==> src/rtl/jpeg_pkg.sv <==
// Shared JPEG datapath types: coefficient word, parallel row, row-bank state.
package jpeg_pkg;

  localparam int unsigned COEF_W  = 48;
  localparam int unsigned ROW_LEN = 8;
  localparam int unsigned IDX_W   = 3;

  typedef logic [COEF_W-1:0] coef_t;

  // Element 0 is word a, element ROW_LEN-1 is word h.
  typedef coef_t [ROW_LEN-1:0] row_t;

  typedef enum logic {
    BANK_EMPTY = 1'b0,
    BANK_FULL  = 1'b1
  } bank_state_e;

endpackage

==> src/rtl/row_bank.sv <==
// One parallel row register with load enable, full flag and an indexed word read port.
module row_bank
  import jpeg_pkg::*;
(
  input  logic             clk,
  input  logic             rst,
  input  logic             load,
  input  logic             clear,
  input  row_t             din,
  input  logic [IDX_W-1:0] idx,
  output coef_t            dout,
  output logic             full
);

  bank_state_e state, state_nxt;
  row_t        data;

  always_ff @(posedge clk or posedge rst) begin
    if (rst) state <= BANK_EMPTY;
    else     state <= state_nxt;
  end

  always_comb begin
    state_nxt = state;
    case (state)
      BANK_EMPTY: if (load)  state_nxt = BANK_FULL;
      BANK_FULL:  if (clear) state_nxt = BANK_EMPTY;
      default:    state_nxt = BANK_EMPTY;
    endcase
  end

  // Capture only into an empty bank so a row being read never changes underneath.
  always_ff @(posedge clk or posedge rst) begin
    if (rst)                              data <= '0;
    else if (load && state == BANK_EMPTY) data <= din;
  end

  assign dout = data[idx];
  assign full = (state == BANK_FULL);

endmodule

==> src/rtl/row_ser.sv <==
// Row serializer: parallel row a..h in, one coefficient per cycle out.
// Define ROW_SER_PINGPONG_EN for two banks (accept next row while draining).
module row_ser #(
  parameter int unsigned COEF_W  = 48,
  parameter int unsigned ROW_LEN = 8
) (
  input  logic              clk,
  input  logic              rst,
  input  logic [COEF_W-1:0] a,
  input  logic [COEF_W-1:0] b,
  input  logic [COEF_W-1:0] c,
  input  logic [COEF_W-1:0] d,
  input  logic [COEF_W-1:0] e,
  input  logic [COEF_W-1:0] f,
  input  logic [COEF_W-1:0] g,
  input  logic [COEF_W-1:0] h,
  input  logic              in_valid,
  output logic              in_ready,
  output logic [COEF_W-1:0] y,
  output logic [2:0]        out_idx,
  output logic              out_last,
  output logic              out_valid,
  input  logic              out_ready,
  output logic              busy
);

  import jpeg_pkg::*;

  localparam logic [2:0] LAST_IDX = 3'(ROW_LEN - 1);

  row_t       row_in;
  logic       accept;
  logic       xfer;
  logic       last_xfer;
  logic [2:0] idx_q;

  assign row_in    = {h, g, f, e, d, c, b, a};
  assign accept    = in_valid & in_ready;
  assign xfer      = out_valid & out_ready;
  assign last_xfer = xfer & (idx_q == LAST_IDX);

`ifdef ROW_SER_PINGPONG_EN
  logic       wr_sel;
  logic       rd_sel;
  logic [1:0] full;
  logic [1:0] load;
  logic [1:0] clear;
  coef_t      word0;
  coef_t      word1;

  assign load  = {accept & wr_sel,    accept & ~wr_sel};
  assign clear = {last_xfer & rd_sel, last_xfer & ~rd_sel};

  row_bank u_bank0 (
    .clk(clk), .rst(rst), .load(load[0]), .clear(clear[0]),
    .din(row_in), .idx(idx_q), .dout(word0), .full(full[0])
  );

  row_bank u_bank1 (
    .clk(clk), .rst(rst), .load(load[1]), .clear(clear[1]),
    .din(row_in), .idx(idx_q), .dout(word1), .full(full[1])
  );

  always_ff @(posedge clk or posedge rst) begin
    if (rst) begin
      wr_sel <= 1'b0;
      rd_sel <= 1'b0;
    end else begin
      if (accept)    wr_sel <= ~wr_sel;
      if (last_xfer) rd_sel <= ~rd_sel;
    end
  end

  assign in_ready  = ~rst & ~(wr_sel ? full[1] : full[0]);
  assign out_valid = rd_sel ? full[1] : full[0];
  assign y         = rd_sel ? word1 : word0;
`else
  // Single bank: both selects are implicitly 0, so no select registers exist.
  logic  full;
  coef_t word0;

  row_bank u_bank0 (
    .clk(clk), .rst(rst), .load(accept), .clear(last_xfer),
    .din(row_in), .idx(idx_q), .dout(word0), .full(full)
  );

  assign in_ready  = ~rst & ~full;
  assign out_valid = full;
  assign y         = word0;
`endif

  always_ff @(posedge clk or posedge rst) begin
    if (rst)       idx_q <= '0;
    else if (xfer) idx_q <= idx_q + 3'd1;
  end

  assign out_idx  = idx_q;
  assign out_last = out_valid & (idx_q == LAST_IDX);
  assign busy     = |full;

endmodule

==> config.mk <==
export PLATFORM = sky130hd
export DESIGN_NAME = row_ser
export DESIGN_NICKNAME = d
export VERILOG_FILES = /design/src/rtl/jpeg_pkg.sv /design/src/rtl/row_bank.sv /design/src/rtl/row_ser.sv
export SDC_FILE = /design/constraint.sdc
export NUM_CORES = 1
export LEC_CHECK = 0
export ABC_AREA = 1
export BUFFER_PORTS_ARGS = -buffer_cell sky130_fd_sc_hd__buf_2
export CAP_MARGIN = 25
export CORE_MARGIN = 10
export CORE_UTILIZATION = 25
export DETAILED_ROUTE_END_ITERATION = 7
export SLEW_MARGIN = 5
export SYNTH_ARGS = -nofsm -noshare
export SYNTH_HDL_FRONTEND = slang
export SYNTH_HIERARCHICAL = 1
export SYNTH_SLANG_ARGS = --single-unit
==> constraint.sdc <==
create_clock -name clk -period 18.38 [get_ports clk]
set_input_delay 0.919 -clock clk [delete_from_list [all_inputs] [get_ports clk]]
set_output_delay 0.919 -clock clk [all_outputs]
set_load 0.02 [all_outputs]
== Word level (Yosys, flattened, before mapping) ==
Index checks and enable logic that the tools add are counted.
W data, S select, Z words.

* Register bits after elaboration: 388
* Input port bits: 388
* Output and inout port bits: 55
* Logic and storage cells: 26

* Add/sub/neg operators: 1
* Magnitude comparators: 1
* Equal/unequal tests: 1
* Muxes and demuxes: 5
* Bitwise logic cells: 7
* Reduce and logical (&&, ||, !) cells: 1

{| class="wikitable"
|+ Operator list
! kind !! number
|-
| $bmux W48 S3 || 1
|-
| $mux W48 || 1
|-
| $and A1 B1 Y1 || 5
|-
| $lt A3 B4 Y1 const B || 1
|-
| $add A3 B1 Y3 const B || 1
|-
| $eq A3 B3 Y1 const B || 1
|-
| $mux W1 || 2
|-
| $not A1 Y1 || 2
|-
| $pmux W1 S2 || 1
|-
| $logic_and A1 B1 Y1 || 1
|}

== Logic depth before layout (Yosys ltp) ==
Gate-level depths: netlist of run 1.

* Word-level depth: 5
* Depth in mapped cells: 8
* Depth with buffers taken out: 6

== Hierarchy ==
The synthesis of run 1 kept the hierarchy.

{| class="wikitable"
|+ Modules (own cells, without submodules)
! module !! instances !! cells an instance !! area an instance (um^2) !! seq. area each (um^2)
|-
| row_bank || 1 || 2518 || 18542.8 || 9634.2
|-
| row_ser || 1 || 24 || 185.2 || 75.1
|}

== Worst setup path after synthesis of run 1 ==
OpenSTA, ideal clock, no wires.

* Kind: register -> output
* From: register idx_q[1], in the netlist out_idx[1]
* To: output y[10]
* Arrival: 1.376 ns
* Data required time: 17.461 ns
* Slack: 16.085 ns
* Stages on the path, launching flop included: 8
* Path buffers: 3
* Cell sequence: dfrtp_1 -> buf_2 -> buf_2 -> buf_2 -> nand3_1 -> nand2_1 -> nand2_1 -> nand2_1

* Longest elaborated chain between the ends: 2

{| class="wikitable"
|+ RTL lines
! item !! line !! text
|-
| start: declaration || row_ser.sv:35 || <nowiki>logic [2:0] idx_q;</nowiki>
|-
| start signal: assignment || row_ser.sv:94 || <nowiki>else if (xfer) idx_q <= idx_q + 3'd1;</nowiki>
|-
| $bmux W48 S3 || row_bank.sv:38 || <nowiki>assign dout = data[idx];</nowiki>
|-
| $mux W48 (not written as such) || row_bank.sv:38 ||
|-
| end: declaration || row_ser.sv:19 || <nowiki>output logic [COEF_W-1:0] y,</nowiki>
|}

No other way between the ends. The select of a mux whose other input is x is not followed.

== Worst setup path after layout of run 1 ==
* From: register u_bank0.state, in the netlist u_bank0/full
* To: register u_bank0/data[117] in the netlist's numbering

* Longest elaborated chain between the ends: 4

{| class="wikitable"
|+ RTL lines
! item !! line !! text
|-
| start: declaration || row_bank.sv:15 || <nowiki>bank_state_e state, state_nxt;</nowiki>
|-
| start signal: assignment || row_bank.sv:20 || <nowiki>else state <= state_nxt;</nowiki>
|-
| $not A1 Y1 || row_ser.sv:87 || <nowiki>assign in_ready = ~rst & ~full;</nowiki>
|-
| $and A1 B1 Y1 || row_ser.sv:87 ||
|-
| $and A1 B1 Y1 || row_ser.sv:38 || <nowiki>assign accept = in_valid & in_ready;</nowiki>
|-
| net accept || row_ser.sv:32 || <nowiki>logic accept;</nowiki>
|-
| $logic_and A1 B1 Y1 || row_bank.sv:35 || <nowiki>else if (load && state == BANK_EMPTY) data <= din;</nowiki>
|-
| end signal: assignment || row_bank.sv:35 ||
|-
| end: declaration || row_bank.sv:16 || <nowiki>row_t data;</nowiki>
|}

The timed path passes the listed nets, and every way through them passes these cells.
A chain may end at the register's enable or synchronous reset.

==> results of run 1 <==
-- layout make-up --
class | count | share of cell area (%)
Tap cell | 969 | 5.221
Clock buffer | 69 | 5.991
Antenna cell | 11 | 0.1185
Sequential cell | 388 | 41.85
Clock inverter | 15 | 0.8297
Inverter | 393 | 6.417
Timing Repair Buffer | 461 | 10.42
Multi-Input combinational cell | 1602 | 29.15
-- stage by stage --
stage | total power [mW] | setup slack (ns) | area [sq um] | instances | utilization, %
2_1_floorplan | 2.576 | 6.762 | 18730 | 2542 | -
3_3_place_gp | 3.160 | 12.94 | 21560 | 3811 | 29.00
3_5_place_dp | 3.200 | 12.86 | 21560 | 3811 | 29.00
4_1_cts | 4.180 | 13.39 | 23140 | 3895 | 31.13
5_1_grt | 4.481 | 13.05 | 23210 | 3905 | 31.24
6_report | 4.121 | 13.47 | 23220 | 3908 | 31.25
-- layer usage --
| layer | share of wire [%] | track usage (%) | vias to the layer above |
|---|---|---|---|
| met5 | 0.031 | 0 | - |
| met2 | 44 | 22.38 | 429 |
| met1 | 47 | 21.05 | 7879 |
| met3 | 5.9 | 3.311 | 100 |
| met4 | 2.9 | 5.417 | 4 |
| li1 | - | - | 8442 |
-- cells in the final DEF (no fill, tap or decap), types with 2 or more instances in the layout --
master and n:
dfrtp_4 2, inv_6 4, dfrtp_1 385, clkbuf_1 11, nor2_1 386, clkbuf_16 49
buf_2 442, clkbuf_8 9, nand2_1 631, buf_16 2, buf_4 15, diode_2 11
a21oi_1 384, buf_12 2, inv_1 389, nand3_1 195, clkinv_2 6, ha_1 2
bufinv_16 4
-- worst max path at each step --
stage,from,end,slack (ns),depth (start not counted)
4_1_cts,u_bank0/full,u_bank0/data[117],13.39,8
5_1_grt,u_bank0/full,u_bank0/data[117],13.05,9
6_report,u_bank0/full,u_bank0/data[117],13.47,9
2_1_floorplan,rst,u_bank0/data[0],6.76,1
3_5_place_dp,rst,u_bank0/data[11],12.86,8
3_3_place_gp,rst,u_bank0/data[70],12.94,8
-- state kept, by name, indices dropped and copies added (netlist names) --
register      count
u_bank0/full      1
out_idx           3
u_bank0/data    384
-- cell families (layout without fill, tap and decap cells) --
family,Yosys count,in the layout,synth area share [%]
DFF,388,388,51.84
AOI/OAI and AO/OA,385,385,10.29
other,0,11,0
and+or+nand+nor,1215,1215,25.69
buffers and inverters,552,938,12.05
adders and majority gates,2,2,0.1336
-- power by group --
group / switching, mW / internal [mW]
Clock: 0.381 / 0.580
Combinational: 1.23 / 0.537
Sequential: 0.145 / 1.24
Total: 1.76 / 2.36
==> impl_metrics.toml, run 1 <==
[placement]
routabilityCongestion = 0.8216
place.detailed.hpwl_mm = 46.47
numPortBuffers = 442

[clocking]
cts_buffer_depth = 3
post_cts_buffers = 0
worstSkewPairLatency_ns = 0.57
hold_buffers = 0
cts_resized = 0
root_buffer = "clkbuf_16"
cts.sinks = 388
tritoncts = "yes"
path_clk_slew_ns = 0.06
htree_levels = 2
cts_buffers = 47

[critical_path]
crit_path_frequent_cell = "buf_4"
path_max_fanout = 100
critPathKind = "register to register"
path_buf_inv = 5
rr_endpoint = "u_bank0/data[117]"
r2r-start = "u_bank0/full"
required_ns = 18.87
cp-start-kind = "register"
crit_chain = "nor3b_1 > nand2_4 > buf_4 > buf_4 > buf_4 > buf_4 > buf_16 > nor2_1 > a21oi_1"
reg2reg_slack_ns = 13.47
crit_slowest_cell = "buf_4"
cpLargestDelayFamily = "buffers and inverters"
end_kind = "register"
cp_slowest_stage_delay_ns = 0.83
worstPathArrival_ns = 5.40
r2r_cells = 9

[sta]
hold_violations = 0
finalSetupTns_ns = 0
finalHoldWorstSlack_ns = 0.3041
max_freq_mhz = 203.7
rsz0062_at_grt = "no"
layout_min_cycle_time_ns = 4.908
setup_viol = 0
finClkSkew_ns = 0.01328
slew_headroom_pct = 32.21
worst_pin_slew_ns = 1.017
min_period_over_period_pct = 26.70
slew_viol_final = 0

[global_routing]
grt_pass1_vias = 16999
grt_usage_pct = 15.03
overflow = 0
antenna_found_initial = 12
grt_pass1_wl_mm = 101.2
grt_max_degree = 232

[logic_synthesis]
ys_dominant_reg_cell = "dfrtp_1"
syn_avg_cell_area_sq_um = 7.367
synth_top_area_cell = "dfrtp_1"
synth_seq_cells = 388
synthTopCellsByArea = "dfrtp_1, nand2_1, a21oi_1, inv_1, nor2_1"
syn_area_sq_um = 18730
yosysSeqAreaShare_pct = 51.84
yosys_warnings = 6
synthTopCellsByCount = "nand2_1, inv_1, dfrtp_1"
synth_most_common_cell = "nand2_1"
synthCells = 2542
synth_edf_count = 0
synth.distinct_cells = 15
syn_nets = 2932
synth_top_area_share_pct = 51.84
async_reset_ff_share_pct = 100.0

[pwr]
p_per_area_nw_per_um2 = 177.5
ir_worst_vdd_mv = 0.08644
leakage_nw = 12.80

[route]
num_vias = 16854
drtIter0Drc = 1370
routed_via_density = 4.313
dr.pass1.iters = 6
drtAntennaViolNets = 0
wirelength_mm = 66.91
drc = 0
routedWlPerCell_um = 17.12

[layout]
multiInputGateArea_sq_um = 6770
area_growth_pct = 24.00
regArea_sq_um = 9718
nFillCells = 8117
drive_gt1_share_pct = 18.55
fin_nets = 3283

[die]
fp.dieArea_sq_um = 86260
initial_core_util_pct = 25.20
io_pins = 443
die_h_um = 293.7
core_sq_um = 74320
rows = 100
die_x_um = 293.7

[min_path]
min_path_type = "input pin to asynchronous set/reset pin"

[run_status]
status = "finished, final reports clean"

[job]
maxCapViolations = 0
No activity file was read; power rests on OpenSTA's default activity.
==> inputs of run 2 (changes only) <==
==> constraint.sdc (replaced) <==
create_clock -name clk -period 4.4 [get_ports clk]
set_input_delay 0.22 -clock clk [delete_from_list [all_inputs] [get_ports clk]]
set_output_delay 0.22 -clock clk [all_outputs]
set_load 0.02 [all_outputs]
==> run 2 against run 1 <==
Compared with the run above:
- wire length grew 13%
- count of clock-buffer cells in the layout increased by 5
- critical path depth down 3
- worst hold slack worse by 0.16 ns
- die area unchanged
- first-iteration DRC count rose by 14%
- core utilization is 5.3 points higher
- final cell count is 10% higher
- worst setup slack worse by 12 ns
- critical endpoint is now y[4]
- largest cell class unchanged
==> impl_metrics.toml, run 2 (same netlist as run 1, synthesis figures left out) <==
[critical_path]
required_ns = 4.18
cp_slowest_stage_delay_ns = 0.82
cp-start-kind = "register"
critPathKind = "register to output port"
rr_endpoint = "u_bank0/data[114]"
worstPathArrival_ns = 3.19
end_kind = "output port"
r2r-start = "u_bank0/full"
crit_slowest_cell = "inv_4"
path_max_fanout = 76
crit_path_frequent_cell = "nand2_1"
reg2reg_slack_ns = 2.02
crit_chain = "inv_4 > nand3_1 > nand2_1 > nand2_1 > nand2_1 > buf_2"
r2r_cells = 7

[route]
drtAntennaViolNets = 0
routedWlPerCell_um = 17.48
dr.pass1.iters = 6
drc = 0
wirelength_mm = 75.42
num_vias = 19251
routed_via_density = 4.461
drtIter0Drc = 1561

[pwr]
p_int_mw = 9.917
leakage_nw = 14.43
p_clk_share_pct = 21.3
seqPwrFrac_pct = 33.1
ir_worst_vdd_mv = 0.3208
net-switching-power_mw = 7.580
sw_frac_of_total_pct = 43.32
p_comb_share_pct = 45.6
p_per_area_nw_per_um2 = 644.3

[layout]
stdcell_count = 4315
fin_util_pct = 36.54
nFillCells = 7647
area_growth_pct = 45.01
layout_commonest_cell = "nand2_1"
fin_area_sq_um = 27160
largest_register_ffs = 384
fin_nets = 3687
drive_gt1_share_pct = 16.54
mostFrequentLayoutCells = "nand2_1, buf_2, inv_1"
regMostFlops = "u_bank0/data"

[global_routing]
grt_pass1_wl_mm = 114.7
use_met3_pct = 3.401
overflow = 0
grtUsageMet1_pct = 23.88
grt_pass1_vias = 19396
top_usage_layer = "met2"
grt_util_met2_pct = 24.52
antenna_found_initial = 12
grt_usage_pct = 16.99
grt_max_degree = 128

[clocking]
tritoncts = "yes"
root_buffer = "clkbuf_16"
cts_resized = 0
htree_levels = 2
path_clk_slew_ns = 0.06
worstSkewPairLatency_ns = 0.57
cts_buffer_depth = 3
cts_buffers = 46
post_cts_buffers = 0
cts.sinks = 388

[sta]
min_period_over_period_pct = 77.43
worst_slack_ns = 0.9933
slew_viol_final = 0
finalSetupTns_ns = 0
finClkSkew_ns = 0.01470
worst_pin_slew_ns = 1.082
layout_min_cycle_time_ns = 3.407
hold_violations = 0
rsz0062_at_grt = "no"
setup_viol = 0
max_freq_mhz = 293.5
slew_headroom_pct = 27.88

[placement]
dp.cells = 3832
place_ws_ns = 1.548
routabilityCongestion = 0.8961
placed_area_sq_um = 21820
place.detailed.hpwl_mm = 51.15
numPortBuffers = 442

[min_path]
min_path_type = "input pin to asynchronous set/reset pin"

[die]
die_h_um = 293.7
io_pins = 443
rows = 100
die_x_um = 293.7
initial_core_util_pct = 25.20
fp.dieArea_sq_um = 86260
core_sq_um = 74320

[run_status]
status = "finished, final reports clean"

[job]
maxCapViolations = 0
[run 2: cell count changes in the layout (fill, tap and decap cells not counted), sizes merged]
cell	change
diode	+3
clkinvlp	+2
clkinv	-3
clkbuf	+5
dlygate4sd3	+386
bufinv	-2
buf	+19
inv	-3
[run 2: power by group through the flow]
| stage | logic, mW | clock network, mW | registers, mW |
|---|---|---|---|
| floorplan | 5.13 | 0 | 5.63 |
| global placement | 7.61 | 0 | 5.79 |
| detailed placement | 7.68 | 0 | 5.84 |
| CTS | 7.97 | 3.86 | 5.79 |
| global route | 8.93 | 4.00 | 5.95 |
| finish | 7.99 | 3.73 | 5.79 |
[run 2: layout make-up]
type                            instances  area [sq um]  share of cell area, %
Multi-Input combinational cell       1602          6770                  24.93
Antenna cell                           14         35.03                 0.1290
Timing Repair Buffer                  866          6494                  23.91
Sequential cell                       388          9718                  35.78
Clock buffer                           74          1338                  4.925
Clock inverter                          9         103.9                 0.3824
Tap cell                              969          1212                  4.464
Inverter                              393          1486                  5.473
[run 2: through the flow]
| step | total power [mW] | hold WS (ns) |
|---|---|---|
| floorplan | 10.76 | -0.02636 |
| global placement | 13.40 | 0.1548 |
| detailed placement | 13.52 | 0.1527 |
| CTS | 17.62 | 0.07374 |
| global route | 18.88 | 0.1197 |
| finish | 17.50 | 0.1415 |
[run 2: critical path: cells and delay by family (launching register included)]
family | cells | cell delay (ns)
buffers and inverters | 2 | 1.00
flip-flops | 1 | 0.72
AND/OR/NAND/NOR | 4 | 0.87
[run 2: how the worst max path moves through the flow]
| stage | from | endpoint | slack, ns |
|---|---|---|---|
| 2_1_floorplan | rst | u_bank0/data[0] | -1.0 |
| 3_3_place_gp | out_idx[1] | y[3] | 1.58 |
| 3_5_place_dp | out_idx[1] | y[4] | 1.55 |
| 4_1_cts | out_idx[1] | y[4] | 0.90 |
| 5_1_grt | out_idx[1] | y[3] | 0.83 |
| 6_report | out_idx[1] | y[4] | 0.99 |
[run 2: repair_timing]
| action | CTS | global route |
|---|---|---|
| endpoints found under the hold margin | 418 | 0 |
| hold buffers | 386 | 0 |
| setup endpoints to repair | 0 | 0 |
[run 2: metal layers]
metal  up-vias  wire (um)  part of all wire (%)
met3       203       5138                   6.8
met5         -         13                 0.017
met2       753      31900                    42
li1       9260          -                     -
met1      9033      34960                    46
met4         2       3403                   4.5
